`config.mk`:
```
export PLATFORM = sky130hd
export DESIGN_NAME = muldiv_unit
export DESIGN_NICKNAME = d
export VERILOG_FILES = /design/src/rtl/muldiv_pkg.sv /design/src/rtl/muldiv_sign.sv /design/src/rtl/muldiv_unit.sv
export SDC_FILE = /design/constraint.sdc
export NUM_CORES = 1
export LEC_CHECK = 0
export ABC_AREA = 1
export BUFFER_PORTS_ARGS = -buffer_cell sky130_fd_sc_hd__clkbuf_2
export CAP_MARGIN = 20
export CORE_MARGIN = 4
export CORE_UTILIZATION = 43
export CTS_CLUSTER_DIAMETER = 50
export DETAILED_ROUTE_END_ITERATION = 8
export GPL_ROUTABILITY_DRIVEN = 0
export PLACE_DENSITY = 0.59
export SYNTH_ARGS = -nofsm -noshare
export SYNTH_HDL_FRONTEND = slang
export SYNTH_SLANG_ARGS = --single-unit
```
`constraint.sdc`:
```
create_clock -name clk -period 3.7 [get_ports clk]
set_clock_uncertainty 0.1 [all_clocks]
set_input_delay 0.37 -clock clk [delete_from_list [all_inputs] [get_ports clk]]
set_output_delay 0.37 -clock clk [all_outputs]
set_load 0.05 [all_outputs]
```
`src/rtl/muldiv_pkg.sv`:
```
// Shared definitions for the iterative multiply/divide unit: operation
// encodings, FSM states, datapath width and iteration count.
package muldiv_pkg;

  localparam int WIDTH = 32;
  localparam int ITERS = 32;
  localparam int CNT_W = 5;
  localparam logic [CNT_W-1:0] CNT_LAST = CNT_W'(ITERS - 1);

  typedef enum logic [1:0] {
    OP_MULT  = 2'd0,
    OP_MULTU = 2'd1,
    OP_DIV   = 2'd2,
    OP_DIVU  = 2'd3
  } op_e;

  typedef enum logic [1:0] {
    ST_IDLE = 2'd0,
    ST_RUN  = 2'd1,
    ST_DONE = 2'd2
  } state_e;

  function automatic logic op_is_signed(input op_e o);
    return (o == OP_MULT) || (o == OP_DIV);
  endfunction

  function automatic logic op_is_div(input op_e o);
    return (o == OP_DIV) || (o == OP_DIVU);
  endfunction

endpackage

```
`src/rtl/muldiv_sign.sv`:
```
// Conditional two's-complement negate: dout = neg ? ~din + cin : din.
// The carry-in lets two instances chain into a double-width negate.
module muldiv_sign #(
  parameter int WIDTH = 32
) (
  input  logic [WIDTH-1:0] din,
  input  logic             neg,
  input  logic             cin,
  output logic [WIDTH-1:0] dout
);

  assign dout = neg ? (~din + {{(WIDTH-1){1'b0}}, cin}) : din;

endmodule

```
`src/rtl/muldiv_unit.sv`:
```
// Iterative 32-cycle multiply/divide unit (radix-2 shift-add multiply,
// restoring divide). Divide datapath present only when MULDIV_DIV_EN is defined.
module muldiv_unit #(
  parameter int WIDTH = 32
) (
  input  logic             clk,
  input  logic             rst_n,
  input  logic             start,
  input  logic [1:0]       op,
  input  logic [WIDTH-1:0] a,
  input  logic [WIDTH-1:0] b,
  output logic             busy,
  output logic             done,
  output logic [WIDTH-1:0] hi,
  output logic [WIDTH-1:0] lo,
  output logic             div_zero
);
  import muldiv_pkg::*;

  state_e             state_reg, state_next;
  logic [CNT_W-1:0]   cnt_reg;
  logic [WIDTH-1:0]   acc_hi_reg, acc_lo_reg, mcand_reg;
  logic               negq_reg;
  logic [WIDTH-1:0]   hi_reg, lo_reg;
  logic               div_zero_reg;

  op_e                op_in;
  logic               op_signed;
  logic               start_short;
  logic [WIDTH-1:0]   opnd     [2];
  logic [WIDTH-1:0]   opnd_mag [2];

  logic [WIDTH:0]     mul_sum;
  logic [WIDTH-1:0]   step_hi, step_lo;
  logic [WIDTH-1:0]   fix_hi, fix_lo;
  logic               fix_neg_hi, fix_cin_hi;

`ifdef MULDIV_DIV_EN
  logic               is_div_reg;
  logic               negr_reg;
  logic [WIDTH:0]     div_shift, div_diff;
  logic               div_ge;
  logic               unused_div_msb;
`endif

  assign op_in     = op_e'(op);
  assign op_signed = op_is_signed(op_in);
  assign opnd[0]   = a;
  assign opnd[1]   = b;

  // Operand magnitudes for signed ops; unsigned ops pass straight through.
  genvar gi;
  generate
    for (gi = 0; gi < 2; gi++) begin : g_mag
      muldiv_sign #(.WIDTH(WIDTH)) u_mag (
        .din  (opnd[gi]),
        .neg  (op_signed & opnd[gi][WIDTH-1]),
        .cin  (1'b1),
        .dout (opnd_mag[gi])
      );
    end
  endgenerate

`ifdef MULDIV_DIV_EN
  assign start_short    = op_is_div(op_in) && (b == '0);
  assign unused_div_msb = div_diff[WIDTH];
`else
  assign start_short = op_is_div(op_in);
`endif

  // One iteration step; the final step feeds sign correction directly.
  always_comb begin
    mul_sum    = {1'b0, acc_hi_reg} + (acc_lo_reg[0] ? {1'b0, mcand_reg} : '0);
    step_hi    = mul_sum[WIDTH:1];
    step_lo    = {mul_sum[0], acc_lo_reg[WIDTH-1:1]};
    fix_neg_hi = negq_reg;
    fix_cin_hi = (step_lo == '0);
`ifdef MULDIV_DIV_EN
    div_shift = {acc_hi_reg, acc_lo_reg[WIDTH-1]};
    div_diff  = div_shift - {1'b0, mcand_reg};
    div_ge    = (div_shift >= {1'b0, mcand_reg});
    if (is_div_reg) begin
      step_hi    = div_ge ? div_diff[WIDTH-1:0] : div_shift[WIDTH-1:0];
      step_lo    = {acc_lo_reg[WIDTH-2:0], div_ge};
      fix_neg_hi = negr_reg;
      fix_cin_hi = 1'b1;
    end
`endif
  end

  // Low word negates with carry-in 1; its zero-ness carries into the high word
  // for 64-bit products.
  muldiv_sign #(.WIDTH(WIDTH)) u_fix_lo (
    .din  (step_lo),
    .neg  (negq_reg),
    .cin  (1'b1),
    .dout (fix_lo)
  );

  muldiv_sign #(.WIDTH(WIDTH)) u_fix_hi (
    .din  (step_hi),
    .neg  (fix_neg_hi),
    .cin  (fix_cin_hi),
    .dout (fix_hi)
  );

  always_comb begin
    state_next = state_reg;
    case (state_reg)
      ST_IDLE: if (start) state_next = start_short ? ST_DONE : ST_RUN;
      ST_RUN:  if (cnt_reg == CNT_LAST) state_next = ST_DONE;
      ST_DONE: state_next = ST_IDLE;
      default: state_next = ST_IDLE;
    endcase
  end

  always_ff @(posedge clk or negedge rst_n) begin
    if (!rst_n) begin
      state_reg    <= ST_IDLE;
      cnt_reg      <= '0;
      acc_hi_reg   <= '0;
      acc_lo_reg   <= '0;
      mcand_reg    <= '0;
      negq_reg     <= 1'b0;
      hi_reg       <= '0;
      lo_reg       <= '0;
      div_zero_reg <= 1'b0;
`ifdef MULDIV_DIV_EN
      is_div_reg   <= 1'b0;
      negr_reg     <= 1'b0;
`endif
    end else begin
      state_reg <= state_next;
      case (state_reg)
        ST_IDLE: begin
          if (start) begin
            acc_hi_reg <= '0;
            negq_reg   <= op_signed & (a[WIDTH-1] ^ b[WIDTH-1]);
`ifdef MULDIV_DIV_EN
            is_div_reg <= op_is_div(op_in);
            negr_reg   <= op_signed & a[WIDTH-1];
            if (op_is_div(op_in)) begin
              acc_lo_reg <= opnd_mag[0];
              mcand_reg  <= opnd_mag[1];
            end else begin
              acc_lo_reg <= opnd_mag[1];
              mcand_reg  <= opnd_mag[0];
            end
            if (start_short) begin
              hi_reg       <= a;
              lo_reg       <= '1;
              div_zero_reg <= 1'b1;
            end
`else
            acc_lo_reg <= opnd_mag[1];
            mcand_reg  <= opnd_mag[0];
            if (start_short) begin
              hi_reg       <= '0;
              lo_reg       <= '0;
              div_zero_reg <= 1'b0;
            end
`endif
          end
        end
        ST_RUN: begin
          acc_hi_reg <= step_hi;
          acc_lo_reg <= step_lo;
          cnt_reg    <= cnt_reg + 1'b1;
          if (cnt_reg == CNT_LAST) begin
            hi_reg       <= fix_hi;
            lo_reg       <= fix_lo;
            div_zero_reg <= 1'b0;
          end
        end
        default: ;
      endcase
    end
  end

  assign busy     = (state_reg != ST_IDLE);
  assign done     = (state_reg == ST_DONE);
  assign hi       = hi_reg;
  assign lo       = lo_reg;
  assign div_zero = div_zero_reg;

endmodule

```
==> out/qor.csv, run 1 <==
stage,metric,value,unit
power,swShare,51.89,%
worst_setup_path,crit_type,reg -> reg,
finish,fillers,2932,
worst_setup_path,end_kind,flip-flop,
drt,wl,37820,um
timing,grt_setup_unrepaired,true,
worst_setup_path,slowest_delay,0.41,ns
synthesis,synth_area_per_cell,6.566,um^2
synthesis,ys_ff_latch,168,
power,switching_power,6019,uW
finish,final_cells,2400,
finish,drive_above_1_share,15.23,%
timing,setup_viol,0,
clocking,clock-root-buffer,clkbuf_16,
synthesis,netlist_instances,1885,
drt,ant_nets,0,
timing,max-slew-margin-rel,28.66,%
drt,drc,0,
worst_setup_path,cp.buffers_inverters,3,
synthesis,ys_types,52,
power,vdd_ir_drop_max,0.7485,mV
synthesis,synth-edff-count,0,
power,pwr-share-clk,16.5,%
drt,num_vias,12300,
drt,viasPerCell,5.125,
drt,first_pass_iters,5,
worst_setup_path,cp.arrival,3.82,ns
clocking,cts_made_buffers,17,
grt,use_met3,3.281,%
floorplan,fp.dieArea,0.03156,mm^2
clocking,cts.sinks,168,
synthesis,ys.flop_type,dfrtp_1,
floorplan,start_util,44.07,%
floorplan,core_area,0.02809,mm^2
timing,drv_slew,0,
place,port_buffers,134,
drt,drt_iter0_drc,874,
grt,grt.busiest_layer,met2,
worst_setup_path,crit_required,3.97,ns
clocking,cts_tree,built,
drt,wl_per_cell,15.76,um
power,p_leak,0.007643,uW
finish,area_growth,15.99,%
power,seq_power_share,26.3,%
floorplan,die_height,177.7,um
synthesis,synth.most_common_cell,nand2_1,
power,p_int,5580,uW
timing,finalHoldViolations,0,
floorplan,num_io_pins,136,
min_path,hold_path_class,in -> reg,
grt,antenna_found_initial,0,
finish,antenna_cells,0,
timing,fmax,0.2812,GHz
finish,multi_input_area,0.007153,mm^2
synthesis,yosysWarnings,0,
timing,tightest_slew,1.069,ns
clocking,worstSkewPairLatency,0.44,ns
worst_setup_path,crit_slowest_cell,dfrtp_1,
floorplan,die_w,177.7,um
run,max_cap_violations,0,
timing,finalCritPeriodShare,96.12,%
grt,use_met2,37.30,%
grt,use_met1,34.82,%
grt,grt_pass1_wl,60440,um
clocking,clock_tree.buffer_depth,2,
place,dp_cells,2357,
timing,setup_tns,0,ns
clocking,clk_pin_slew,0.07,ns
place,dp_hpwl,28960,um
finish,final_nets,2118,
grt,grt_pass1_vias,11610,
synthesis,syn_nets,1994,
floorplan,fp-row-count,61,
synthesis,synth_top_area_share,33.97,%
worst_setup_path,start_kind,flip-flop,
worst_setup_path,crit_chain,inv_2 -> ha_4 -> nand4_1 -> nor2_1 -> nand2_1 -> nor3_2 -> inv_2 -> nor2_4 -> nand4_1 -> nor3_2 -> ha_2 -> ha_4 -> nand3_4 -> nor2_4 -> nand3_4 -> nor2_4 -> nand3_4 -> nand2_4 -> nand2_4 -> buf_4 -> o21ai_1 -> nand3_1 -> nand2_1,
power,powerDensity,807.9,mW/mm^2
status,outcome,"complete, no violations",
worst_setup_path,critPathMaxFanout,5,
synthesis,synth_area_leaders,"dfrtp_1, nand2_1, inv_1",
grt,grt_max_degree,86,
finish,seqCellArea,0.004207,mm^2
timing,finalCriticalPeriod,3.556,ns
finish,utilization,51.11,%
grt,overflow,0,
power,combinationalPowerShare,57.2,%
clocking,htree_levels,4,
synthesis,yosysSeqAreaShare,33.97,%
worst_setup_path,crit_family,simple AND/OR/NAND/NOR gates,
synthesis,async_flop_share,100.0,%
grt,track_usage,24.03,%
synthesis,synth_top_area_cell,dfrtp_1,
synthesis,synth_commonest_cells,"nand2_1, inv_1, dfrtp_1",
synthesis,syn_area,0.01238,mm^2
## layout by cell type (no fill, tap or decap), types with 26 or more instances in the layout
cell | synthesis | final
clkbuf_2 | 0 | 133
a22oi_1 | 28 | 28
nor3_1 | 28 | 27
nor2_1 | 144 | 138
nand2_1 | 635 | 627
nand3_1 | 97 | 86
inv_1 | 247 | 243
buf_4 | 1 | 26
xor2_1 | 42 | 41
o21ai_0 | 158 | 158
ha_1 | 39 | 36
a21oi_1 | 62 | 62
dfrtp_1 | 168 | 166
nand2_2 | 22 | 28
## cells by family (layout without fill, tap and decap cells)
kind of cell    count (synthesis)  in the layout  share of synthesized area, %
fa+ha+maj                      40             40                         4.104
xor+xnor                       61             61                         4.317
buf+inv                       319            456                         9.796
flops                         168            168                         33.97
other cells                     1              1                       0.03030
compound gates                295            295                         13.35
simple gates                 1001           1001                         34.43
## routing by layer
layer,up-vias,routed length (um)
met1,5649,18200
met3,61,1863
met2,333,16650
met4,0,1104
met5,-,0
li1,6256,-
## metrics by stage
| stage | total power, uW | cell area [um^2] | hold slack (ns) | worst slack, ns |
|---|---|---|---|---|
| finish | 11600 | 14360 | 0.04464 | 0.1436 |
| global route | 12600 | 14360 | 0.04278 | -0.1118 |
| CTS | 11400 | 14100 | 0.02433 | 0.1277 |
| detailed placement | 9442 | 13470 | 0.3286 | 0.1617 |
| global placement | 9335 | 13470 | 0.3336 | 0.2862 |
| floorplan | 7560 | 12380 | -0.02559 | 0.5919 |
## power by group through the flow
stage / clock network (uW) / registers (uW) / logic [uW]
after global routing: 2030 / 3140 / 7430
after CTS: 1960 / 3040 / 6400
after floorplan: 0 / 3290 / 4270
final: 1910 / 3060 / 6630
after global placement: 0 / 3060 / 6280
after detailed placement: 0 / 3060 / 6380
## timing repair
| action | in CTS | in global routing |
|---|---|---|
| setup endpoints to repair | 0 | 23 |
| hold buffers | 1 | 0 |
| setup buffers | 0 | 10 |
| hold endpoints to repair | 65 | 0 |
| gates resized for setup | 0 | 45 |
## final timing paths
check,slack (ns),start,to,depth (start not counted)
max,0.14,acc_lo_reg[2],hi[20],23
min,0.04,op[1],state_reg[0],2
max reg2reg,0.14,acc_lo_reg[2],hi[20],23
min reg2reg,0.38,cnt_reg[3],cnt_reg[3],1
max in group asynchronous,2.18,rst_n,acc_lo_reg[1],3
min in group asynchronous,0.41,rst_n,acc_hi_reg[20],2
## cell type report
type,instances,area share (%)
sequential,168,29.30
multi-input combinational,1398,49.83
clock inverter,12,1.150
tap,378,3.294
clock buffer,20,3.181
inverter,261,6.824
timing repair buffer,163,6.423
No activity file was read; power rests on OpenSTA's default activity.
==> inputs of run 2 (changes only) <==
--- a/config.mk
+++ b/config.mk
@@ -5,7 +5,6 @@
 export SDC_FILE = /design/constraint.sdc
 export NUM_CORES = 1
 export LEC_CHECK = 0
-export ABC_AREA = 1
 export BUFFER_PORTS_ARGS = -buffer_cell sky130_fd_sc_hd__clkbuf_2
 export CAP_MARGIN = 20
 export CORE_MARGIN = 4
==> constraint.sdc (replaced) <==
create_clock -name clk -period 3.8 [get_ports clk]
set_clock_uncertainty 0.1 [all_clocks]
set_input_delay 0.38 -clock clk [delete_from_list [all_inputs] [get_ports clk]]
set_output_delay 0.38 -clock clk [all_outputs]
set_load 0.05 [all_outputs]
==> run 2 against run 1 <==
Effect of this change:
- the flow now finishes with violations (setup timing)
- hold slack better by 0.072 ns
- non-clock buffer count up 170
- first-iteration DRC count down 22%
==> out/qor.csv, run 2 <==
stage,metric,value,unit,change
min_path,hold_path_class,in -> reg,,unchanged
synthesis,yosysSeqAreaShare,37.88,%,was 33.97%
clocking,clock-root-buffer,clkbuf_16,,unchanged
drt,num_vias,10600,,was 12300
worst_setup_path,cp.arrival,5.14,ns,was 3.82 ns
clocking,cts_made_buffers,17,,unchanged
floorplan,num_io_pins,136,,unchanged
place,dp_cells,1884,,was 2357
synthesis,synth-adder-area-share,4.577,%,was 4.104%
synthesis,ys.flop_type,dfrtp_1,,unchanged
timing,drv_slew,0,,unchanged
timing,finalHoldViolations,0,,unchanged
finish,antenna_cells,0,,unchanged
synthesis,ys_ff_latch,168,,unchanged
timing,grt_setup_unrepaired,true,,unchanged
run,max_cap_violations,0,,unchanged
power,vdd_ir_drop_max,0.3888,mV,was 0.7485 mV
grt,antenna_found_initial,0,,unchanged
synthesis,syn_area,0.01110,mm^2,was 0.01238 mm^2
floorplan,die_w,168.7,um,was 177.7 um
synthesis,synth.most_common_cell,o21ai_0,,was nand2_1
drt,drt_iter0_drc,679,,was 874
grt,grt_max_degree,81,,was 86
synthesis,synth_commonest_cells,"o21ai_0, nand2_1, dfrtp_1",,"was nand2_1, inv_1, dfrtp_1"
synthesis,ys_types,67,,was 52
clocking,clk_pin_slew,0.07,ns,about the same
drt,ant_nets,0,,unchanged
synthesis,synth-edff-count,0,,unchanged
grt,grt_pass1_vias,10100,,was 11610
synthesis,synth_area_leaders,"dfrtp_1, o21ai_0, nand2_1",,"was dfrtp_1, nand2_1, inv_1"
synthesis,netlist_instances,1323,,was 1885
status,violations,setup timing,,
synthesis,yosys.area_share.simple,20.26,%,was 34.43%
timing,fmax,0.2028,GHz,was 0.2812 GHz
grt,track_usage,22.74,%,was 24.03%
place,port_buffers,134,,unchanged
timing,fin_ws,-1.132,ns,was 0.1436 ns
power,p_leak,0.006469,uW,was 0.007643 uW
power,powerDensity,793.2,mW/mm^2,was 807.9 mW/mm^2
synthesis,synth_mux_area_share,0.4622,%,was 0%
finish,stdcell_area,0.01435,mm^2,was 0.01436 mm^2
floorplan,start_util,43.95,%,was 44.07%
place,dp_hpwl,24570,um,was 28960 um
clocking,clock_tree.buffer_depth,2,,unchanged
worst_setup_path,end_kind,flip-flop,,unchanged
timing,setup_viol,31,,was 0
timing,finalCriticalPeriod,4.932,ns,was 3.556 ns
clocking,htree_levels,4,,unchanged
grt,grt_pass1_wl,52760,um,was 60440 um
synthesis,synthXorXnorAreaFrac,11.21,%,was 4.317%
worst_setup_path,crit_type,reg -> reg,,unchanged
worst_setup_path,critPathMaxFanout,4,,was 5
drt,viasPerCell,5.469,,was 5.125
synthesis,synth_top_area_cell,dfrtp_1,,unchanged
floorplan,fp.dieArea,0.02845,mm^2,was 0.03156 mm^2
drt,drc,0,,unchanged
clocking,cts_tree,built,,unchanged
worst_setup_path,crit_required,4.01,ns,was 3.97 ns
synthesis,synth_top_family_by_area,compound AO/OA/AOI/OAI gates,,was simple AND/OR/NAND/NOR gates
place,place_area,0.01329,mm^2,was 0.01347 mm^2
floorplan,die_height,168.7,um,was 177.7 um
drt,wl_per_cell,16.79,um,was 15.76 um
timing,finalCritPeriodShare,129.8,%,was 96.12%
finish,mostFrequentLayoutCell,buf_4,,was nand2_1
finish,layout.cells.most_common_list,"buf_4, nand2_1, dfrtp_1",,"was nand2_1, inv_1, dfrtp_1"
synthesis,synth-compound-area-share,21.97,%,was 13.35%
floorplan,fp-row-count,58,,was 61
finish,area_growth,29.29,%,was 15.99%
finish,final_cells,1939,,was 2400
drt,wl,32550,um,was 37820 um
timing,tightest_slew,1.076,ns,was 1.069 ns
drt,first_pass_iters,5,,unchanged
worst_setup_path,start_kind,flip-flop,,unchanged
power,power,11380,uW,was 11600 uW
grt,overflow,0,,unchanged
synthesis,yosysWarnings,0,,unchanged
synthesis,syn_nets,1432,,was 1994
finish,utilization,56.82,%,was 51.11%
status,outcome,finished with violations,,"was complete, no violations"
synthesis,async_flop_share,100.0,%,unchanged
clocking,cts.sinks,168,,unchanged
synthesis,synth_area_per_cell,8.390,um^2,was 6.566 um^2
floorplan,core_area,0.02525,mm^2,was 0.02809 mm^2
synthesis,synth_top_area_share,37.88,%,was 33.97%
timing,max-slew-margin-rel,28.30,%,was 28.66%
clocking,worstSkewPairLatency,0.43,ns,was 0.44 ns
finish,final_nets,1705,,was 2118
place,pre_cts_slack,-1.423,ns,was 0.1617 ns
finish,drive_above_1_share,26.97,%,was 15.23%
run 2: changes by cell type after synthesis, sizes merged, moves of 37 or more:
cell   previous run  this run
nand3           102        52
xnor2            19        64
and2              3        40
nor2            164        59
nand2           659       186
inv             258        26
run 2: worst max-delay path, cell delays in order (launching register included):
cell and delay (ns):
dfrtp_1 0.39, inv_2 0.08, ha_4 0.15, nand2_4 0.04
or4_4 0.42, or4_4 0.43, or4_4 0.44, or3_4 0.38
or4_4 0.46, nor3_4 0.15, ha_4 0.17, ha_4 0.14
inv_4 0.04, a2111oi_4 0.29, and4b_1 0.29, nand4_1 0.26
buf_4 0.24, nor3_4 0.12, a211o_1 0.15, nand3_1 0.06
run 2: cells by family (layout without fill, tap and decap cells):
kind of cell | Yosys count | count (layout)
and+or+nand+nor | 457 | 457
buffers and inverters | 105 | 391
DFF | 168 | 168
xor gates and xnor gates | 142 | 142
adders and majority gates | 40 | 40
other | 1 | 1
AOI/OAI and AO/OA | 405 | 405
muxes | 5 | 5
run 2: routing by layer:
metal / up-vias / wire [um] / global-route usage [%]
met2: 263 / 14530 / 35.20
met5: - / 0 / 0
met4: 0 / 620 / 5.928
li1: 5282 / - / -
met1: 5022 / 15900 / 33.84
met3: 37 / 1493 / 2.802
run 2: repair_timing:
item | CTS | global route
gates cloned | 0 | 0
resized for setup | 26 | 60
setup buffers | 12 | 11
hold buffers | 1 | 0
pin swaps | 20 | 38
setup endpoints to repair | 32 | 42
hold endpoints to repair | 78 | 0
run 2: final cells by class:
class | instances | area [um^2]
fillers | 2355 | 10900
multi-input cells | 1050 | 6824
flip-flops and latches | 168 | 4207
repair buffers | 333 | 2205
clock buffers | 17 | 425.4
well taps | 330 | 412.9
clock inverters | 15 | 176.4
inverters | 26 | 100.1
run 2: path summary, 6_finish.rpt:
kind	startpoint	end	slack [ns]	cells past startpoint
min in group asynchronous	rst_n	mcand_reg[9]	0.46	2
hold / removal	op[1]	state_reg[1]	0.12	3
max in group asynchronous	rst_n	acc_lo_reg[5]	2.26	3
setup / recovery	acc_lo_reg[1]	hi[30]	-1.13	19
hold reg to reg	cnt_reg[3]	cnt_reg[3]	0.37	1
setup reg to reg	acc_lo_reg[1]	hi[30]	-1.13	19
run 2: stage by stage:
step / hold slack [ns] / TNS (ns)
finish: 0.1164 / -25.48
global route: 0.1157 / -31.77
CTS: 0.09122 / -25.74
detailed placement: 0.3548 / -27.23
global placement: 0.3517 / -25.15
floorplan: -0.01559 / -17.93
run 2: where the power goes:
part	total, uW	switching, uW	internal (uW)	leakage (uW)
Sequential	2810	438	2370	0.00218
Combinational	6780	3900	2880	0.00400
Clock	1790	850	944	0.000292
